[src/rtl/mem_arbiter_pkg.sv]
// Shared memory-subsystem constants for the I/D line arbiter: default widths,
// timeout default, timeout counter width and FSM state encoding.
package mem_arbiter_pkg;

  localparam int unsigned ADDR_W_DEF  = 64;
  localparam int unsigned LINE_W_DEF  = 256;
  localparam int unsigned TIMEOUT_DEF = 255;
  localparam int unsigned CNT_W       = 8;

  localparam logic [1:0] ST_IDLE = 2'd0;
  localparam logic [1:0] ST_BUSY = 2'd1;
  localparam logic [1:0] ST_RESP = 2'd2;

endpackage

[src/rtl/mem_arbiter_arb_pick.sv]
// Winner selection between instruction and data requesters.
// last_grant_d held low yields fixed data-first priority.
module arb_pick (
  input  logic i_valid,
  input  logic d_valid,
  input  logic last_grant_d,
  output logic grant_d_c
);

  // On contention hand the grant to whichever side did not win last time.
  assign grant_d_c = d_valid & (~i_valid | ~last_grant_d);

endmodule

[src/rtl/mem_arbiter.sv]
// Two-requester (I-cache / D-cache) line arbiter in front of a single RAM port.
// Define ARB_ROUND_ROBIN_EN for round-robin contention; default is data-first.
module mem_arbiter
  import mem_arbiter_pkg::*;
#(
  parameter int unsigned ADDR_W  = ADDR_W_DEF,
  parameter int unsigned LINE_W  = LINE_W_DEF,
  parameter int unsigned TIMEOUT = TIMEOUT_DEF
) (
  input  logic              clk_i,
  input  logic              rst_i,
  input  logic              i_req_valid_i,
  input  logic              i_req_rw_i,
  input  logic [ADDR_W-1:0] i_req_addr_i,
  input  logic [LINE_W-1:0] i_req_wdata_i,
  input  logic              d_req_valid_i,
  input  logic              d_req_rw_i,
  input  logic [ADDR_W-1:0] d_req_addr_i,
  input  logic [LINE_W-1:0] d_req_wdata_i,
  output logic              i_res_ready_o,
  output logic              d_res_ready_o,
  output logic [LINE_W-1:0] res_rdata_o,
  output logic              i_res_error_o,
  output logic              d_res_error_o,
  output logic              mem_valid_o,
  output logic              mem_rw_o,
  output logic [ADDR_W-1:0] mem_addr_o,
  output logic [LINE_W-1:0] mem_wdata_o,
  input  logic [LINE_W-1:0] mem_rdata_i,
  input  logic              mem_ready_i,
  input  logic              dmem_error_i
);

  logic [1:0]       state_q, state_nxt;
  logic             own_d_q, own_d_nxt;
  logic [CNT_W-1:0] cnt_q, cnt_nxt;
  logic             mem_rw_nxt;
  logic [ADDR_W-1:0] mem_addr_nxt;
  logic [LINE_W-1:0] mem_wdata_nxt;
  logic [LINE_W-1:0] rdata_nxt;
  logic             i_err_nxt, d_err_nxt;
  logic             i_ready_nxt, d_ready_nxt;
  logic             grant_d_c;
  logic             last_d;

`ifdef ARB_ROUND_ROBIN_EN
  logic last_d_nxt;

  // Remembers which side won the most recent grant.
  always_ff @(posedge clk_i) begin
    if (rst_i) last_d <= 1'b0;
    else       last_d <= last_d_nxt;
  end
`else
  assign last_d = 1'b0;
`endif

  arb_pick u_arb_pick (
    .i_valid      (i_req_valid_i),
    .d_valid      (d_req_valid_i),
    .last_grant_d (last_d),
    .grant_d_c    (grant_d_c)
  );

  // Next-state and next-output logic.
  always_comb begin
    state_nxt     = state_q;
    own_d_nxt     = own_d_q;
    cnt_nxt       = cnt_q;
    mem_rw_nxt    = mem_rw_o;
    mem_addr_nxt  = mem_addr_o;
    mem_wdata_nxt = mem_wdata_o;
    rdata_nxt     = res_rdata_o;
    i_err_nxt     = i_res_error_o;
    d_err_nxt     = d_res_error_o;
    i_ready_nxt   = 1'b0;
    d_ready_nxt   = 1'b0;
`ifdef ARB_ROUND_ROBIN_EN
    last_d_nxt    = last_d;
`endif
    case (state_q)
      ST_IDLE: begin
        if (i_req_valid_i || d_req_valid_i) begin
          state_nxt = ST_BUSY;
          own_d_nxt = grant_d_c;
          cnt_nxt   = '0;
`ifdef ARB_ROUND_ROBIN_EN
          last_d_nxt = grant_d_c;
`endif
          if (grant_d_c) begin
            mem_rw_nxt    = d_req_rw_i;
            mem_addr_nxt  = d_req_addr_i;
            mem_wdata_nxt = d_req_wdata_i;
          end else begin
            mem_rw_nxt    = i_req_rw_i;
            mem_addr_nxt  = i_req_addr_i;
            mem_wdata_nxt = i_req_wdata_i;
          end
        end
      end
      ST_BUSY: begin
        if (mem_ready_i) begin
          state_nxt = ST_RESP;
          rdata_nxt = mem_rdata_i;
          if (own_d_q) d_err_nxt = dmem_error_i;
          else         i_err_nxt = dmem_error_i;
        end else begin
          cnt_nxt = cnt_q + CNT_W'(1);
          // Count compared before increment, so TIMEOUT BUSY cycles elapse in total.
          if (cnt_q == CNT_W'(TIMEOUT - 1)) begin
            state_nxt = ST_RESP;
            rdata_nxt = '0;
            if (own_d_q) d_err_nxt = 1'b1;
            else         i_err_nxt = 1'b1;
          end
        end
      end
      ST_RESP: begin
        state_nxt   = ST_IDLE;
        i_ready_nxt = ~own_d_q;
        d_ready_nxt = own_d_q;
      end
      default: state_nxt = ST_IDLE;
    endcase
  end

  // State and output registers.
  always_ff @(posedge clk_i) begin
    if (rst_i) begin
      state_q       <= ST_IDLE;
      own_d_q       <= 1'b0;
      cnt_q         <= '0;
      mem_valid_o   <= 1'b0;
      mem_rw_o      <= 1'b0;
      mem_addr_o    <= '0;
      mem_wdata_o   <= '0;
      res_rdata_o   <= '0;
      i_res_error_o <= 1'b0;
      d_res_error_o <= 1'b0;
      i_res_ready_o <= 1'b0;
      d_res_ready_o <= 1'b0;
    end else begin
      state_q       <= state_nxt;
      own_d_q       <= own_d_nxt;
      cnt_q         <= cnt_nxt;
      mem_valid_o   <= (state_nxt == ST_BUSY);
      mem_rw_o      <= mem_rw_nxt;
      mem_addr_o    <= mem_addr_nxt;
      mem_wdata_o   <= mem_wdata_nxt;
      res_rdata_o   <= rdata_nxt;
      i_res_error_o <= i_err_nxt;
      d_res_error_o <= d_err_nxt;
      i_res_ready_o <= i_ready_nxt;
      d_res_ready_o <= d_ready_nxt;
    end
  end

endmodule

[config.mk]
export PLATFORM = sky130hd
export DESIGN_NAME = mem_arbiter
export DESIGN_NICKNAME = d
export VERILOG_FILES = /design/src/rtl/mem_arbiter_pkg.sv /design/src/rtl/mem_arbiter_arb_pick.sv /design/src/rtl/mem_arbiter.sv
export SDC_FILE = /design/constraint.sdc
export NUM_CORES = 1
export LEC_CHECK = 0
export ABC_CLOCK_PERIOD_IN_PS = 3000
export CORE_AREA = 2 2 580 582
export CTS_CLUSTER_SIZE = 30
export DETAILED_ROUTE_END_ITERATION = 16
export DIE_AREA = 0 0 582 584
export PLACE_DENSITY_LB_ADDON = 0.12
export SYNTH_ARGS = -nofsm -noshare
export SYNTH_HDL_FRONTEND = slang
export SYNTH_HIERARCHICAL = 1
export SYNTH_SLANG_ARGS = --single-unit
[constraint.sdc]
create_clock -name clk_i -period 3 [get_ports clk_i]
set_clock_uncertainty 0.15 [all_clocks]
set_input_delay 0.6 -clock clk_i [delete_from_list [all_inputs] [get_ports clk_i]]
set_output_delay 0.6 -clock clk_i [all_outputs]
set_load 0.01 [all_outputs]
After elaboration in Yosys (flattened, before gate mapping)
Cells that the tools add are included.
- add/sub/neg operators: 1
- equal/unequal tests: 6
- multiplexer cells: 20
- bitwise operators: 2
- reduce and logical (&&, ||, !) cells: 10
- operator list (operator ; number):
    two-way mux 256 bit ; 3
    two-way mux 64 bit ; 1
    two-way mux 8 bit ; 2
    one-hot mux 8 bit (2 select lines) ; 1
    two-way mux 1 bit ; 9
    AND reduction 3 bit ; 3
    adder 8 x 1 -> 8 bit, second input constant ; 1
    == test 8 bit, second input constant ; 1
    two-way mux 2 bit ; 3
    == test 2 x 1 -> 1 bit, second input constant ; 2
    inequality test 2 bit, second input constant ; 2
    one-hot mux 2 bit (2 select lines) ; 1
    AND reduction 2 bit ; 2
    nonzero test 2 bit ; 2
    == test 2 bit, second input constant ; 1
    zero test 2 bit ; 1
    NOT 1 bit ; 2
    OR reduction 2 bit ; 1
    logical OR 1 bit ; 1
- register bits: 593
- input port bits: 904
- logic and storage cells: 51

Depth between registers and ports, before layout
- depth in word-level cells: 5
- gate-level depth with buffers: 7

Cells and area by module
Netlist, hierarchy kept.
- modules (own cells, without submodules) (module ; instances ; cells an instance ; area each (µm²)):
    mem_arbiter ; 1 ; 2664 ; 23959.2
    arb_pick ; 1 ; 1 ; 11.3

Least setup slack after synthesis
Ideal clock, no wire load.
- path type: input to register
- from: input d_req_valid_i
- to: register mem_addr_o[10]
- data arrival time: 1.818 ns
- slack: 0.898 ns
- stages on the path: 6
- buffers on the path: 3
- path through: a21boi_2 -> buf_2 -> buf_2 -> clkbuf_1 -> mux2i_1 -> a211oi_1
- cells in the longest elaborated chain, start to end: 2
- elaborated cells on any way between the ends: 3
- ends and longest elaborated chain (what ; RTL line ; text):
    start, declared ; mem_arbiter.sv:16 ; input logic d_req_valid_i,
    logical OR 1 bit ; mem_arbiter.sv:83 ; if (i_req_valid_i || d_req_valid_i) begin
    AND reduction 2 bit (no source line) ; - ;
    end signal, assigned ; mem_arbiter.sv:148 ; mem_addr_o <= mem_addr_nxt;
    end, declared ; mem_arbiter.sv:27 ; output logic [ADDR_W-1:0] mem_addr_o,
Parallel ways exist; a longest one is shown, timed or not.
A chain may end at the register's enable or synchronous reset.

Final worst setup path
- from: register mem_wdata_o[236]
- to: output mem_wdata_o[236]
- RTL lines (what ; RTL line ; text):
    start, declared ; mem_arbiter.sv:28 ; output logic [LINE_W-1:0] mem_wdata_o,
    start signal, assigned ; mem_arbiter.sv:149 ; mem_wdata_o <= mem_wdata_nxt;
No word-level cell between the ends.

==> results_dict.tcl <==
set metrics [dict create \
    status "finished, final reports clean" \
    synth_edf_count 0 \
    worstHoldPathType "input port to flip-flop" \
    setup_violations 0 \
    instances_no_fill 8625 \
    cts_tree "done" \
    vias 26600 \
    place_area_sq_um 45000 \
    synth_top_area_cell "dfxtp_1" \
    nets 5054 \
    die_y_um 584 \
    dr.pass1.iters 5 \
    design_area_sq_um 48400 \
    ir_drop_uv 434 \
    first_global_vias 27500 \
    required_ns 2.25 \
    reg2regPathDepth 5 \
    hold_viol_final 0 \
    worst-path-buf-inv 1 \
    ys.flop_type "dfxtp_1" \
    async_flop_share_pct 0 \
    most-common-layout-cells "1468 x clkdlybuf4s50_1, 593 x dfxtp_1, 586 x a21oi_1, 515 x nand2_1, 322 x a211oi_1" \
    start_util_pct 7.20 \
    p_leak_nw 16.5 \
    antenna_found_initial 76 \
    coreArea_sq_um 333000 \
    syn_area_sq_um 24000 \
    critPathMaxStageDelay_ns 0.91 \
    layout_commonest_cell "clkdlybuf4s50_1" \
    syn_area_per_cell_sq_um 8.99 \
    fin_total_pwr_mw 27.5 \
    vias_per_cell 3.09 \
    hpwl_um 189000 \
    cts_buffer_depth 4 \
    critical-path-top-delay-family "buffers and inverters" \
    critPathKind "flip-flop to output pin" \
    finalWorstPathRequiredPeriod_ns 2.80 \
    pin_count 1486 \
    whs_ns 0.179 \
    crit_path_end_kind "output pin" \
    critPathSlowestCell "clkdlybuf4s50_1" \
    syn-num-nets 3571 \
    drv_cap 0 \
    area_growth_syn_to_layout_pct 102 \
    portBuffers 1485 \
    drt_iter0_drc 1106 \
    cp.depth 1 \
    dp.cells 8436 \
    gp_congestion 0.776 \
    fin_tns_setup_ns 0 \
    fmax_ghz 0.357 \
    clk_pin_slew_ns 0.06 \
    post_cts_buffers 0 \
    power_density_nw_per_um2 569 \
    synthTopCellsByArea "dfxtp_1 50%, mux2i_1 13%, a21oi_1 12%" \
    numCtsBuffers 97 \
    slew_headroom_pct 55.1 \
    cp_max_fo 2 \
    crit_arrival_ns 2.05 \
    route.detailed.drc 0 \
    overflow 0 \
    holdPathStages 3 \
    grt_max_degree 85 \
    routedWlPerCell_um 26.4 \
    antenna_left 0 \
    worstPathCellList "clkdlybuf4s50_1" \
    yosysSeqAreaShare_pct 49.5 \
    cts.sinks 593 \
    htreeDepth 3 \
    drive_above_1_share_pct 8.03 \
    gr-usage-all-layers_pct 12.8 \
    grt_first_pass_wirelength_um 289000 \
    drv_slew 0 \
    crit_path_start_kind "flip-flop" \
    clock_latency_ns 0.82 \
    die_w_um 582 \
    dieArea_sq_um 340000 \
    yosys_register_bits 593 \
    finalCritPeriodShare_pct 93.5 \
    fillers 37600 \
    syn_inst 2665 \
    wirelength_um 228000 \
    synthDistinctLibCells 40 \
    rsz0062_at_grt "false" \
    synth_warnings 6 \
    tightest_slew_ns 0.677 \
    row_count 212 \
    cts-root-buf "clkbuf_16" \
    yosys.area.top_type_share_pct 49.5 \
]
Yosys cell counts, types with 4 or more instances:
| cell type | instances |
|---|---|
| a211oi_1 | 322 |
| a21oi_1 | 586 |
| buf_1 | 17 |
| buf_2 | 56 |
| buf_4 | 27 |
| clkbuf_1 | 168 |
| dfxtp_1 | 593 |
| inv_1 | 7 |
| mux2i_1 | 321 |
| nand2_1 | 515 |
| nand3_1 | 5 |
| nor2_1 | 4 |
kinds of logic (layout without fill, tap and decap cells):
kind of cell	Yosys count	count (layout)	synth area share (%)
and+or+nand+nor	546	546	8.84
buffers and inverters	276	1831	5.07
muxes	323	323	13.5
DFF	593	593	49.5
adders and majority gates	2	2	0.104
other	1	19	0.0156
AOI/OAI and AO/OA	924	924	22.9
final cells by class:
type / count / area (sq um) / area share (%)
antenna: 18 / 45.0 / 0.0931
clock buffer: 133 / 2710 / 5.61
clock inverter: 38 / 593 / 1.23
inverter: 7 / 26.3 / 0.0543
multi-input combinational: 1796 / 10900 / 22.6
sequential: 593 / 11900 / 24.5
tap: 4387 / 5490 / 11.3
timing repair buffer: 1653 / 16700 / 34.6
per-stage QoR:
step,setup slack [ns],utilization (%)
detailed placement,0.0607,13.5
global route,0.00693,14.5
finish,0.196,14.5
CTS,0.00867,14.5
floorplan,0.898,-
global placement,0.0603,13.5
power breakdown:
group          switching (mW)  leakage (nW)  total [mW]  internal, mW
logic                    3.29          9.99        6.41          3.12
registers               0.465          4.88        9.02          8.56
clock network            4.73          1.60        12.1          7.36
worst min-delay path: cells and delay by family:
| family | cells | cell delay [ns] |
|---|---|---|
| AOI/OAI and AO/OA | 1 | 0.05 |
| buffers and inverters | 1 | 0.40 |
| and+or+nand+nor | 1 | 0.05 |
per-layer routing:
layer	vias to the layer above	wire length [um]	share of wire (%)	track usage, %
met1	12700	87500	38	13.9
li1	12500	-	-	-
met5	-	338	0.15	0
met3	247	22800	10	5.85
met2	1101	113000	50	22.7
met4	60	3930	1.7	2.38
path summary, 6_finish.rpt:
kind                     from          endpoint  slack [ns]
max          mem_wdata_o[236]  mem_wdata_o[236]        0.20
min reg2reg  res_rdata_o[186]  res_rdata_o[186]        0.30
max reg2reg        state_q[0]  res_rdata_o[193]        0.60
min          mem_rdata_i[102]  res_rdata_o[102]        0.18
flip-flops by register name (all words and copies together) (netlist names), 2 cells and up:
register / flops
mem_addr_o: 64
mem_wdata_o: 256
res_rdata_o: 256
cnt_q: 8
state_q: 2
repair_timing:
item	CTS	global route
cloned	0	0
hold buffers	0	0
gates resized for setup	6	2
setup endpoints to repair	6	2
No activity file was read; power rests on OpenSTA's default activity.
